--- src/rtl/nco_sweep_ctrl.sv ---
// rtl/nco_sweep_ctrl.sv - stepped-frequency sweep controller driving an NCO phase increment
module nco_sweep_ctrl #(
    parameter int APR = 32,
    parameter int DWW = 16,
    parameter int LAT = 10
) (
    input  logic           clk,
    input  logic           reset_n,
    input  logic           cfg_we,
    input  logic [1:0]     cfg_addr,
    input  logic [APR-1:0] cfg_data,
    input  logic           start,
    input  logic           abort,
    output logic [APR-1:0] phi_inc_o,
    output logic           nco_clken,
    output logic           busy,
    output logic           done,
    output logic           seg_mark
);

    localparam int FCW = (LAT > 1) ? $clog2(LAT) : 1;

    typedef enum logic [1:0] {
        IDLE  = 2'd0,
        DWELL = 2'd1,
        FLUSH = 2'd2
    } state_t;

    state_t         state, state_nxt;
    logic [APR-1:0] start_inc, stop_inc, step_inc;
    logic [DWW-1:0] dwell;
    logic [DWW-1:0] dwell_cnt, dwell_cnt_nxt, dwell_reload;
    logic [FCW-1:0] flush_cnt, flush_cnt_nxt;
    logic [APR-1:0] phi_nxt;
    logic           clken_nxt, busy_nxt, done_nxt;
    logic           load_evt, load_nxt;
    logic [LAT-1:0] seg_sr, seg_sr_nxt;
    logic [APR:0]   step_sum;
    logic           step_end;

    assign dwell_reload = (dwell == '0) ? '0 : dwell - DWW'(1);
    assign step_sum     = {1'b0, phi_inc_o} + {1'b0, step_inc};
    // A carry shows up as step_sum[APR], which already exceeds any stop value.
    assign step_end     = (step_inc == '0) || (step_sum > {1'b0, stop_inc});
    assign seg_mark     = seg_sr[LAT-1];

    always_ff @(posedge clk or negedge reset_n) begin
        if (!reset_n) begin
            start_inc <= '0;
            stop_inc  <= '0;
            step_inc  <= '0;
            dwell     <= DWW'(1);
        end else if (cfg_we && state == IDLE) begin
            case (cfg_addr)
                2'd0:    start_inc <= cfg_data;
                2'd1:    stop_inc  <= cfg_data;
                2'd2:    step_inc  <= cfg_data;
                default: dwell     <= cfg_data[DWW-1:0];
            endcase
        end
    end

    always_ff @(posedge clk or negedge reset_n) begin
        if (!reset_n) begin
            state     <= IDLE;
            dwell_cnt <= '0;
            flush_cnt <= '0;
            phi_inc_o <= '0;
            nco_clken <= 1'b0;
            busy      <= 1'b0;
            done      <= 1'b0;
            load_evt  <= 1'b0;
            seg_sr    <= '0;
        end else begin
            state     <= state_nxt;
            dwell_cnt <= dwell_cnt_nxt;
            flush_cnt <= flush_cnt_nxt;
            phi_inc_o <= phi_nxt;
            nco_clken <= clken_nxt;
            busy      <= busy_nxt;
            done      <= done_nxt;
            load_evt  <= load_nxt;
            seg_sr    <= seg_sr_nxt;
        end
    end

    always_comb begin
        state_nxt     = state;
        dwell_cnt_nxt = dwell_cnt;
        flush_cnt_nxt = flush_cnt;
        phi_nxt       = phi_inc_o;
        clken_nxt     = nco_clken;
        busy_nxt      = busy;
        done_nxt      = 1'b0;
        load_nxt      = 1'b0;
        case (state)
            IDLE: begin
                clken_nxt = 1'b0;
                busy_nxt  = 1'b0;
                if (start && !abort) begin
                    state_nxt     = DWELL;
                    phi_nxt       = start_inc;
                    dwell_cnt_nxt = dwell_reload;
                    clken_nxt     = 1'b1;
                    busy_nxt      = 1'b1;
                    load_nxt      = 1'b1;
                end
            end
            DWELL: begin
                if (abort) begin
                    state_nxt = IDLE;
                    clken_nxt = 1'b0;
                    busy_nxt  = 1'b0;
                end else if (dwell_cnt != '0) begin
                    dwell_cnt_nxt = dwell_cnt - DWW'(1);
                end else if (step_end) begin
                    state_nxt     = FLUSH;
                    flush_cnt_nxt = FCW'(LAT - 1);
                end else begin
                    phi_nxt       = step_sum[APR-1:0];
                    dwell_cnt_nxt = dwell_reload;
                    load_nxt      = 1'b1;
                end
            end
            FLUSH: begin
                if (abort) begin
                    state_nxt = IDLE;
                    clken_nxt = 1'b0;
                    busy_nxt  = 1'b0;
                end else if (flush_cnt == '0) begin
                    state_nxt = IDLE;
                    clken_nxt = 1'b0;
                    busy_nxt  = 1'b0;
                    done_nxt  = 1'b1;
                end else begin
                    flush_cnt_nxt = flush_cnt - FCW'(1);
                end
            end
            default: begin
                state_nxt = IDLE;
                clken_nxt = 1'b0;
                busy_nxt  = 1'b0;
            end
        endcase
    end

    // Load markers travel with the NCO pipeline, so they only move on enabled cycles.
    always_comb begin
        seg_sr_nxt = seg_sr;
        if (abort && state != IDLE) begin
            seg_sr_nxt = '0;
        end else if (nco_clken) begin
            seg_sr_nxt = LAT'({seg_sr, load_evt});
        end
    end

endmodule

--- config.mk ---
export PLATFORM = sky130hd
export DESIGN_NAME = nco_sweep_ctrl
export DESIGN_NICKNAME = d
export VERILOG_FILES = /design/src/rtl/nco_sweep_ctrl.sv
export SDC_FILE = /design/constraint.sdc
export NUM_CORES = 1
export LEC_CHECK = 0
export ABC_CLOCK_PERIOD_IN_PS = 12500
export CORE_MARGIN = 2
export CORE_UTILIZATION = 40
export CTS_CLUSTER_SIZE = 28
export DETAILED_ROUTE_END_ITERATION = 7
export MAX_ROUTING_LAYER = met4
export PLACE_DENSITY = 0.58
export RECOVER_POWER = 100
export SKIP_CTS_REPAIR_TIMING = 1
export SYNTH_ARGS = -nofsm -noshare
export SYNTH_HDL_FRONTEND = slang
export SYNTH_SLANG_ARGS = --single-unit
--- constraint.sdc ---
create_clock -name clk -period 12.5 [get_ports clk]
set_input_delay 1.25 -clock clk [delete_from_list [all_inputs] [get_ports clk]]
set_output_delay 1.25 -clock clk [all_outputs]
set_load 0.005 [all_outputs]
# --- Word level (Yosys, flattened, before mapping) ---
# Index checks and enable logic that the tools add are counted.
op_classes:
  addsub: 4
  magnitude_cmp: 1
  eq_ne: 16
  n_mux: 38
  bitwise_logic: 1
  n_reduce_logical: 25
op_table:
  columns: ["operator", "count"]
  rows:
  - ["$mux 32", 4]
  - ["$mux 16", 5]
  - ["$pmux 32 s2", 1]
  - ["$add 32x32->33", 1]
  - ["$gt 33x32->1", 1]
  - ["$logic_not 32->1", 1]
  - ["$pmux 16 s2", 1]
  - ["$sub 16x1->16 const B", 2]
  - ["$mux 10", 2]
  - ["$mux 4", 5]
  - ["$logic_not 16->1", 1]
  - ["$reduce_bool 16->1", 1]
  - ["$ne 2x2->1 const B", 7]
  - ["$mux 2", 6]
  - ["$ne 3x3->1 const B", 4]
  - ["$mux 1", 10]
  - ["$reduce_and 2->1", 5]
  - ["$pmux 4 s2", 1]
  - ["$reduce_and 4->1", 2]
  - ["$reduce_bool 2->1", 4]
  - ["$pmux 2 s3", 1]
  - ["$reduce_and 6->1", 1]
  - ["$reduce_and 5->1", 1]
  - ["$eq 2x1->1 const B", 2]
  - ["other kinds (12)", 16]
totals:
  regBits: 179
  out_inout_bits: 36
  elab_cells: 97

# --- Depth between registers and ports, before layout ---
# Gate-level depths: netlist of the first run.
depth:
  ltp_word: 7
  ltp_mapped: 24
  depth_no_buf: 23

# --- Worst setup path before layout of the first run ---
# Ideal clock, no wire load.
synth_path:
  path_type: "reg2reg"
  startpoint: "reg phi_inc_o[0]"
  endpoint: "reg dwell_cnt[15]"
  setup_ns: 0.121
  arrival_ns: 4.881
  t_required_ns: 12.379
  slack_ns: 7.498
  path_stages_with_launch: 24
  path_buffers: 1
  synth_period_minus_slack_ns: 5.002
  cell_sequence: "dfrtp_1 -> ha_1 -> fa_1 -> a211oi_1 -> o21a_1 -> a2111o_1 -> and2_4 -> nor3_2 -> o22a_2 -> a31oi_4 -> or4b_4 -> o2111ai_2 -> ha_1 -> nand4_1 -> or4_1 -> nor2_1 -> a21bo_1 -> a21oi_1 -> nor4_4 -> nor3_2 -> a21oi_2 -> buf_4 -> o21ai_0 -> a22o_1"
synth_between:
  elab_chain_len: 5
synth_rtl:
  columns: ["item", "line_no", "rtl"]
  rows:
  - ["start: declaration", "14", "output logic [APR-1:0] phi_inc_o,"]
  - ["start signal: assignment", "78", "phi_inc_o <= phi_nxt;"]
  - ["$add 32x32->33", "42", "assign step_sum = {1'b0, phi_inc_o} + {1'b0, step_inc};"]
  - ["$gt 33x32->1", "44", "assign step_end = (step_inc == '0) || (step_sum > {1'b0, stop_inc});"]
  - ["$logic_or 1x1->1", "44", null]
  - ["$ne 3x3->1 (no source line)", null, null]
  - ["$reduce_and 4->1 (no source line)", null, null]
  - ["end signal: assignment", "76", "dwell_cnt <= dwell_cnt_nxt;"]
  - ["end: declaration", "32", "logic [DWW-1:0] dwell_cnt, dwell_cnt_nxt, dwell_reload;"]
# Every way passes these cells.
# A chain may end at the register's enable or synchronous reset.

# --- Final worst setup path of the first run ---
layout_path:
  startpoint: "reg step_inc[0]"
  endpoint: "reg phi_inc_o[24]"
layout_between:
  elab_chain_len: 5
layout_rtl:
  columns: ["item", "line_no", "rtl"]
  rows:
  - ["start: declaration", "30", "logic [APR-1:0] start_inc, stop_inc, step_inc;"]
  - ["start signal: assignment", "57", "2'd2: step_inc <= cfg_data;"]
  - ["$add 32x32->33", "42", null]
  - ["$gt 33x32->1 / $mux 32 (equally long branches)", "44, 116", null]
  - ["$logic_or 1x1->1 / $mux 32 (equally long branches)", "44, 114", null]
  - ["$ne 2x2->1 (no source line) / $mux 32 (equally long branches)", null, null]
  - ["$reduce_and 5->1 (no source line) / $pmux 32 s2 (equally long branches)", null, null]
# Several ways; a longest one is shown, not always the timed one. The select of a mux whose other input is x is not followed.

==> impl_metrics.xml, run 1 <==
<?xml version="1.0" encoding="UTF-8"?>
<metrics>
  <group name="timing">
    <metric name="setup_viol" unit="">0</metric>
    <metric name="final_critical_path_setup_slack" unit="ps">4270</metric>
    <metric name="worst_clock_skew" unit="ps">12.3</metric>
    <metric name="max_freq" unit="GHz">0.122</metric>
    <metric name="finalHoldViolations" unit="">0</metric>
    <metric name="grt_setup_unrepaired" unit="">no</metric>
    <metric name="final.period_utilization" unit="">0.658</metric>
    <metric name="max_slew_vio_count" unit="">295</metric>
    <metric name="relative_max_transition_margin" unit="">-2.75</metric>
    <metric name="setup-tns-final" unit="ps">0</metric>
    <metric name="final_period_minus_worst_setup_slack" unit="ps">8230</metric>
    <metric name="tightest_slew" unit="ps">5620</metric>
  </group>
  <group name="placement">
    <metric name="post-dp-hpwl" unit="um">18300</metric>
    <metric name="dpl.cell_count" unit="">1399</metric>
    <metric name="number_of_buffer_cells_added_on_primary_ports" unit="">74</metric>
    <metric name="dp_worst_setup_slack" unit="ps">6540</metric>
    <metric name="gpl.final_weighted_congestion" unit="">0.876</metric>
    <metric name="postPlaceCellArea" unit="mm^2">0.0113</metric>
  </group>
  <group name="yosys">
    <metric name="synth.most_common_cell" unit="">dfrtp_1</metric>
    <metric name="synth_edf_count" unit="">0</metric>
    <metric name="synthArstFlopShare" unit="">1.00</metric>
    <metric name="average_footprint_of_a_synthesized_cell" unit="um^2">10.0</metric>
    <metric name="synth_top_area_share" unit="">0.434</metric>
    <metric name="ys_top_cells_by_count" unit="">dfrtp_1 (178), nand2_1 (108), o21ai_0 (96)</metric>
    <metric name="synth.net_count" unit="">1133</metric>
    <metric name="yosysTopAreaCell" unit="">dfrtp_1</metric>
    <metric name="yosys-top-cells-area" unit="">dfrtp_1 (43%), mux2_2 (8.9%), ha_1 (8.3%)</metric>
    <metric name="ys_types" unit="">73</metric>
    <metric name="synthesis.instances" unit="">1025</metric>
    <metric name="yosysWarningCount" unit="">0</metric>
    <metric name="yosys_most_used_dff" unit="">dfrtp_1</metric>
    <metric name="synth_sequential_area_ratio" unit="">0.436</metric>
    <metric name="mapped_area" unit="mm^2">0.0103</metric>
    <metric name="synth.ff_latch_count" unit="">179</metric>
  </group>
  <group name="global_routing">
    <metric name="grt_pass1_wl" unit="um">41900</metric>
    <metric name="gr-usage-all-layers" unit="">0.205</metric>
    <metric name="grt_start_max_net_pins" unit="">105</metric>
    <metric name="global_route.peak_usage_layer" unit="">met2</metric>
    <metric name="grt_antenna_before_repair" unit="">0</metric>
    <metric name="grt_use_met3" unit="">0.0313</metric>
    <metric name="use_met2" unit="">0.318</metric>
    <metric name="globalRouteMet1Util" unit="">0.283</metric>
    <metric name="globalRoute.totalOverflow" unit="">0</metric>
    <metric name="first_global_vias" unit="">7649</metric>
  </group>
  <group name="clock_network">
    <metric name="clkSlewWorstSetupHoldPaths" unit="ps">70</metric>
    <metric name="cts_sinks" unit="">179</metric>
    <metric name="insertion_delay" unit="ps">430</metric>
    <metric name="cts_root_buffer" unit="">clkbuf_16</metric>
    <metric name="ctsLongestPathBuffers" unit="">2</metric>
    <metric name="cts-buffers-inserted" unit="">17</metric>
    <metric name="cts_tree" unit="">yes</metric>
    <metric name="h-tree-depth" unit="">4</metric>
  </group>
  <group name="power_and_ir_drop">
    <metric name="worst_ir_drop_vdd" unit="V">0.0000926</metric>
    <metric name="power_density" unit="mW/mm^2">248</metric>
    <metric name="total_leakage_power" unit="nW">5.19</metric>
  </group>
  <group name="cells_and_area">
    <metric name="area_growth" unit="%">15.5</metric>
    <metric name="filler_cell_count" unit="">2336</metric>
    <metric name="n_antenna_cell" unit="">0</metric>
    <metric name="area.sequential" unit="mm^2">0.00448</metric>
    <metric name="post_route_cells_drive_above_1_share" unit="">0.119</metric>
    <metric name="fin_area" unit="mm^2">0.0119</metric>
    <metric name="multi_input_comb_area" unit="mm^2">0.00540</metric>
    <metric name="finish.cell_count_without_fillers" unit="">1431</metric>
    <metric name="fin_util" unit="">0.471</metric>
    <metric name="final_net_count" unit="">1196</metric>
  </group>
  <group name="run_status">
    <metric name="failed_checks" unit="">max-capacitance violations, max-slew violations</metric>
    <metric name="status" unit="">complete, but fails checks</metric>
  </group>
  <group name="floorplanning">
    <metric name="die_area" unit="mm^2">0.0270</metric>
    <metric name="fp.dieH" unit="um">164</metric>
    <metric name="initial_utilization" unit="">0.408</metric>
    <metric name="io-pin-count" unit="">75</metric>
    <metric name="core_area" unit="mm^2">0.0252</metric>
    <metric name="die_w" unit="um">164</metric>
    <metric name="std_cell_rows" unit="">58</metric>
  </group>
  <group name="route">
    <metric name="via_per_inst" unit="">5.45</metric>
    <metric name="route.antenna.remaining_nets" unit="">0</metric>
    <metric name="routed_wl" unit="um">25700</metric>
    <metric name="routed-via-count" unit="">7803</metric>
    <metric name="routedWlPerCell" unit="um">17.9</metric>
    <metric name="route.detailed.drc" unit="">0</metric>
    <metric name="dr.pass1.iters" unit="">5</metric>
    <metric name="initialDrtViolationCount" unit="">406</metric>
  </group>
  <group name="critical_path">
    <metric name="cp_data_arrival_time" unit="ps">8540</metric>
    <metric name="worst_setup_path_start_kind" unit="">flip-flop</metric>
    <metric name="endpoint_kind" unit="">flip-flop</metric>
    <metric name="timing.critical_path.buf_inv" unit="">2</metric>
    <metric name="worst-setup-path-type" unit="">reg2reg</metric>
    <metric name="max_stage_delay" unit="ps">1850</metric>
    <metric name="worst_path_dominant_cell_family" unit="">buffers and inverters</metric>
    <metric name="critical_path_peak_fanout" unit="">59</metric>
    <metric name="reg2reg_slack" unit="ps">4270</metric>
    <metric name="crit_path_top_delay_cell" unit="">clkbuf_1</metric>
    <metric name="crit_required" unit="ps">12810</metric>
    <metric name="cell_chain_of_the_critical_path" unit="">ha_1 -&gt; fa_1 -&gt; a211oi_1 -&gt; o21a_1 -&gt; a2111o_1 -&gt; and2_0 -&gt; nor3_1 -&gt; o22a_2 -&gt; a31oi_1 -&gt; or4b_2 -&gt; o2111ai_1 -&gt; ha_1 -&gt; nand4_1 -&gt; or4_1 -&gt; nor2_1 -&gt; a21oi_1 -&gt; a21oi_1 -&gt; nor4_1 -&gt; a22oi_4 -&gt; clkbuf_1 -&gt; inv_1 -&gt; and3_1 -&gt; a221o_1</metric>
  </group>
  <group name="run">
    <metric name="max_cap_viol_count" unit="">5</metric>
  </group>
  <group name="worst_hold_path">
    <metric name="timing.hold.worst.class" unit="">reg2reg</metric>
  </group>
</metrics>
==> cells by family (layout without fill, tap and decap cells) <==
kind of cell,after synthesis,after routing,synth area share
adders and majority gates,69,69,0.0848
DFF,179,179,0.436
muxes,115,115,0.122
xor gates and xnor gates,40,40,0.0341
buffers and inverters,88,164,0.0336
and+or+nand+nor,282,282,0.132
AOI/OAI and AO/OA,252,252,0.157
==> stage by stage <==
stage | power, mW | hold slack [ps]
floorplan | 1.96 | 449
global placement | 2.42 | 478
detailed placement | 2.44 | 477
CTS | 3.01 | 488
global route | 3.20 | 524
finish | 2.95 | 486
==> where the power goes <==
part | total (mW) | switching, mW | internal [mW]
Sequential | 0.900 | 0.149 | 0.751
Clock | 0.557 | 0.255 | 0.302
Combinational | 1.49 | 0.819 | 0.669
Total | 2.95 | 1.22 | 1.72
==> final cells by class <==
| cell class | instances | share of cell area |
|---|---|---|
| clock buffer | 17 | 0.0359 |
| clock inverter | 15 | 0.0145 |
| inverter | 49 | 0.0155 |
| multi-input combinational | 758 | 0.455 |
| sequential | 179 | 0.378 |
| tap | 330 | 0.0348 |
| timing repair buffer | 83 | 0.0661 |
==> placed cells by master, fill, tap and decap left out, drive strengths merged, types with 9 or more instances in the layout <==
| cell | instances |
|---|---|
| a22o | 10 |
| nand2b | 13 |
| inv | 57 |
| mux2i | 33 |
| mux2 | 82 |
| nor2 | 60 |
| o21ai | 98 |
| ha | 68 |
| xor2 | 14 |
| nand3 | 13 |
| dfrtp | 178 |
| nor3 | 22 |
| nor4 | 15 |
| a21o | 15 |
| a21oi | 57 |
| clkdlybuf4s50 | 34 |
| nand2 | 108 |
| a31oi | 9 |
| xnor2 | 26 |
| clkbuf | 23 |
| nand4 | 11 |
| dlygate4sd3 | 39 |
==> per-layer routing <==
metal	vias to the layer above	share of wire
met5	-	0
met4	0	0.016
met2	111	0.46
met3	18	0.029
li1	3822	-
met1	3852	0.49
==> path summary, 6_finish.rpt <==
kind	cells after the start	start	endpoint
max	23	step_inc[0]$_DFFE_PN0P_	phi_inc_o[24]$_DFFE_PN0P_
min	1	flush_cnt[3]$_DFFE_PN0P_	done$_DFF_PN0_
max reg2reg	23	step_inc[0]$_DFFE_PN0P_	phi_inc_o[24]$_DFFE_PN0P_
min reg2reg	1	flush_cnt[3]$_DFFE_PN0P_	done$_DFF_PN0_
max in group asynchronous	2	reset_n	phi_inc_o[19]$_DFFE_PN0P_
min in group asynchronous	1	reset_n	dwell_cnt[10]$_DFFE_PN0P_
==> state kept, by name, indices dropped and copies added, names as in the netlist <==
name,flops
seg_sr,10
state,2
step_inc,32
flush_cnt,4
phi_inc_o,32
dwell_cnt,16
busy,1
load_evt,1
start_inc,32
done,1
dwell,16
stop_inc,32
(Power assumes the default switching activity.)
==> inputs of run 2 (changes only) <==
--- a/config.mk
+++ b/config.mk
@@ -5,7 +5,7 @@
 export SDC_FILE = /design/constraint.sdc
 export NUM_CORES = 1
 export LEC_CHECK = 0
-export ABC_CLOCK_PERIOD_IN_PS = 12500
+export ABC_CLOCK_PERIOD_IN_PS = 8550
 export CORE_MARGIN = 2
 export CORE_UTILIZATION = 40
 export CTS_CLUSTER_SIZE = 28
==> constraint.sdc (replaced) <==
create_clock -name clk -period 8.55 [get_ports clk]
set_input_delay 0.855 -clock clk [delete_from_list [all_inputs] [get_ports clk]]
set_output_delay 0.855 -clock clk [all_outputs]
set_load 0.005 [all_outputs]
==> run 2 against run 1 <==
Net effect:
- the flow still finishes with violations (max-capacitance violations, max-slew violations)
- total power increased by 50%
- fmax increased by 32%
- cell area increased by 1.2%
- clock power increased by 66%
- clock skew increased by 1.2 ps
- clock-buffer cell count increased by 1
- via count decreased by 2.2%
==> impl_metrics.xml, run 2 (synthesis gave the netlist of run 1 again) <==
<?xml version="1.0" encoding="UTF-8"?>
<metrics>
  <group name="cells_and_area">
    <metric name="multi_input_comb_area" unit="mm^2">0.00544</metric>
    <metric name="n_antenna_cell" unit="">0</metric>
    <metric name="fin_area" unit="mm^2">0.0120</metric>
    <metric name="area_growth" unit="%">16.8</metric>
    <metric name="layout_commonest_cell" unit="">dfrtp_1</metric>
    <metric name="area.sequential" unit="mm^2">0.00448</metric>
    <metric name="filler_cell_count" unit="">2324</metric>
    <metric name="post_route_cells_drive_above_1_share" unit="">0.124</metric>
    <metric name="final_net_count" unit="">1195</metric>
    <metric name="mostFrequentLayoutCells" unit="">dfrtp_1 (178), nand2_1 (108), o21ai_0 (97), mux2_2 (81), ha_1 (68)</metric>
  </group>
  <group name="timing">
    <metric name="max_freq" unit="GHz">0.161</metric>
    <metric name="grt_setup_unrepaired" unit="">no</metric>
    <metric name="tightest_slew" unit="ps">3600</metric>
    <metric name="setup-tns-final" unit="ps">0</metric>
    <metric name="relative_max_transition_margin" unit="">-1.40</metric>
    <metric name="worst_clock_skew" unit="ps">13.5</metric>
    <metric name="final.period_utilization" unit="">0.728</metric>
    <metric name="final_period_minus_worst_setup_slack" unit="ps">6220</metric>
    <metric name="max_slew_vio_count" unit="">198</metric>
    <metric name="finalHoldViolations" unit="">0</metric>
    <metric name="setup_viol" unit="">0</metric>
    <metric name="final_critical_path_setup_slack" unit="ps">2330</metric>
  </group>
  <group name="floorplanning">
    <metric name="die_area" unit="mm^2">0.0270</metric>
    <metric name="die_w" unit="um">164</metric>
    <metric name="initial_utilization" unit="">0.408</metric>
    <metric name="core_area" unit="mm^2">0.0252</metric>
    <metric name="io-pin-count" unit="">75</metric>
    <metric name="std_cell_rows" unit="">58</metric>
    <metric name="fp.dieH" unit="um">164</metric>
  </group>
  <group name="critical_path">
    <metric name="cell_chain_of_the_critical_path" unit="">ha_1 -&gt; fa_1 -&gt; a211oi_1 -&gt; o21a_1 -&gt; a2111o_1 -&gt; and2_4 -&gt; nor3_2 -&gt; o22a_2 -&gt; a31oi_4 -&gt; or4b_4 -&gt; o2111ai_2 -&gt; ha_1 -&gt; nand4_1 -&gt; or4_1 -&gt; nor2_1 -&gt; a21bo_1 -&gt; a21oi_1 -&gt; nor4_1 -&gt; a22oi_4 -&gt; buf_4 -&gt; or3_1 -&gt; o21ai_0 -&gt; o21ba_2</metric>
    <metric name="worst_setup_path_start_kind" unit="">flip-flop</metric>
    <metric name="rr_startpoint" unit="">phi_inc_o[0]$_DFFE_PN0P_</metric>
    <metric name="cp_data_arrival_time" unit="ps">6530</metric>
    <metric name="reg2reg_slack" unit="ps">2330</metric>
    <metric name="max_stage_delay" unit="ps">870</metric>
    <metric name="cp-endpoint" unit="">phi_inc_o[29]$_DFFE_PN0P_</metric>
    <metric name="crit_path_top_delay_cell" unit="">nor4_1</metric>
    <metric name="worst_path_most_repeated_cell" unit="">ha_1</metric>
    <metric name="critical_path_cell_count" unit="">23</metric>
    <metric name="timing.critical_path.from" unit="">phi_inc_o[0]$_DFFE_PN0P_</metric>
    <metric name="critical_path_peak_fanout" unit="">58</metric>
    <metric name="endpoint_kind" unit="">flip-flop</metric>
    <metric name="timing.critical_path.buf_inv" unit="">1</metric>
    <metric name="crit_required" unit="ps">8860</metric>
    <metric name="r2r_cells" unit="">23</metric>
    <metric name="worstReg2RegEnd" unit="">phi_inc_o[29]$_DFFE_PN0P_</metric>
    <metric name="worst_path_dominant_cell_family" unit="">simple AND/OR/NAND/NOR gates</metric>
    <metric name="worst-setup-path-type" unit="">reg2reg</metric>
  </group>
  <group name="placement">
    <metric name="post-dp-hpwl" unit="um">18200</metric>
    <metric name="gpl.final_weighted_congestion" unit="">0.856</metric>
    <metric name="dp_worst_setup_slack" unit="ps">2810</metric>
    <metric name="number_of_buffer_cells_added_on_primary_ports" unit="">74</metric>
    <metric name="postPlaceCellArea" unit="mm^2">0.0113</metric>
  </group>
  <group name="global_routing">
    <metric name="grt_start_max_net_pins" unit="">114</metric>
    <metric name="globalRoute.totalOverflow" unit="">0</metric>
    <metric name="grt_pass1_wl" unit="um">41500</metric>
    <metric name="first_global_vias" unit="">7657</metric>
    <metric name="gr-usage-all-layers" unit="">0.203</metric>
    <metric name="grt_antenna_before_repair" unit="">0</metric>
  </group>
  <group name="run">
    <metric name="max_cap_viol_count" unit="">4</metric>
  </group>
  <group name="worst_hold_path">
    <metric name="timing.hold.worst.class" unit="">reg2reg</metric>
  </group>
  <group name="clock_network">
    <metric name="h-tree-depth" unit="">4</metric>
    <metric name="cts_tree" unit="">yes</metric>
    <metric name="cts_sinks" unit="">179</metric>
    <metric name="ctsLongestPathBuffers" unit="">2</metric>
    <metric name="clkSlewWorstSetupHoldPaths" unit="ps">70</metric>
    <metric name="cts_root_buffer" unit="">clkbuf_16</metric>
    <metric name="cts-buffers-inserted" unit="">17</metric>
    <metric name="insertion_delay" unit="ps">430</metric>
  </group>
  <group name="route">
    <metric name="dr.pass1.iters" unit="">5</metric>
    <metric name="initialDrtViolationCount" unit="">391</metric>
    <metric name="routed-via-count" unit="">7630</metric>
    <metric name="route.antenna.remaining_nets" unit="">0</metric>
    <metric name="routedWlPerCell" unit="um">17.8</metric>
    <metric name="routed_wl" unit="um">25300</metric>
    <metric name="route.detailed.drc" unit="">0</metric>
    <metric name="via_per_inst" unit="">5.34</metric>
  </group>
  <group name="run_status">
    <metric name="status" unit="">complete, but fails checks</metric>
    <metric name="failed_checks" unit="">max-capacitance violations, max-slew violations</metric>
  </group>
  <group name="power_and_ir_drop">
    <metric name="power_density" unit="mW/mm^2">369</metric>
    <metric name="total_leakage_power" unit="nW">5.25</metric>
    <metric name="worst_ir_drop_vdd" unit="V">0.000150</metric>
  </group>
</metrics>
==> run 2: changes by cell type in the layout (fill, tap and decap cells not counted), sizes merged <==
| cell | change |
|---|---|
| bufinv | +5 |
| clkinv | -1 |
| inv | -6 |
| clkinvlp | -1 |
==> run 2: where the power goes <==
| group | total, mW | internal, mW | leakage, nW | switching [mW] |
|---|---|---|---|---|
| registers | 1.32 | 1.10 | 2.18 | 0.219 |
| logic | 2.17 | 0.983 | 2.73 | 1.19 |
| clock network | 0.926 | 0.586 | 0.334 | 0.341 |
==> run 2: worst min path at each step <==
stage	slack, ps	endpoint	depth (start not counted)	from
floorplan	450	done$_DFF_PN0_	1	flush_cnt[3]$_DFFE_PN0P_
global placement	480	done$_DFF_PN0_	1	flush_cnt[3]$_DFFE_PN0P_
detailed placement	480	done$_DFF_PN0_	1	flush_cnt[3]$_DFFE_PN0P_
CTS	490	done$_DFF_PN0_	1	flush_cnt[3]$_DFFE_PN0P_
global route	510	done$_DFF_PN0_	1	flush_cnt[3]$_DFFE_PN0P_
finish	490	done$_DFF_PN0_	1	flush_cnt[3]$_DFFE_PN0P_
==> run 2: through the flow <==
stage               power [mW]  std cells  hold WS [ps]   util
finish                    4.42       1428           488  0.476
global route              4.80       1428           514  0.476
CTS                       4.50       1428           488  0.478
detailed placement        3.55       1398           478  0.450
global placement          3.52       1398           479  0.450
floorplan                 2.87       1025           449      -
==> run 2: cell type report <==
class	instances	share of cell area
timing repair buffer	82	0.0658
tap	330	0.0344
multi-input combinational	758	0.453
inverter	49	0.0153
sequential	179	0.374
clock buffer	18	0.0366
clock inverter	12	0.0210
==> run 2: layer usage <==
metal	GRT usage	share of wire
met2	0.312	0.46
met3	0.0303	0.029
met4	0.0451	0.011
met5	-	0
met1	0.283	0.50
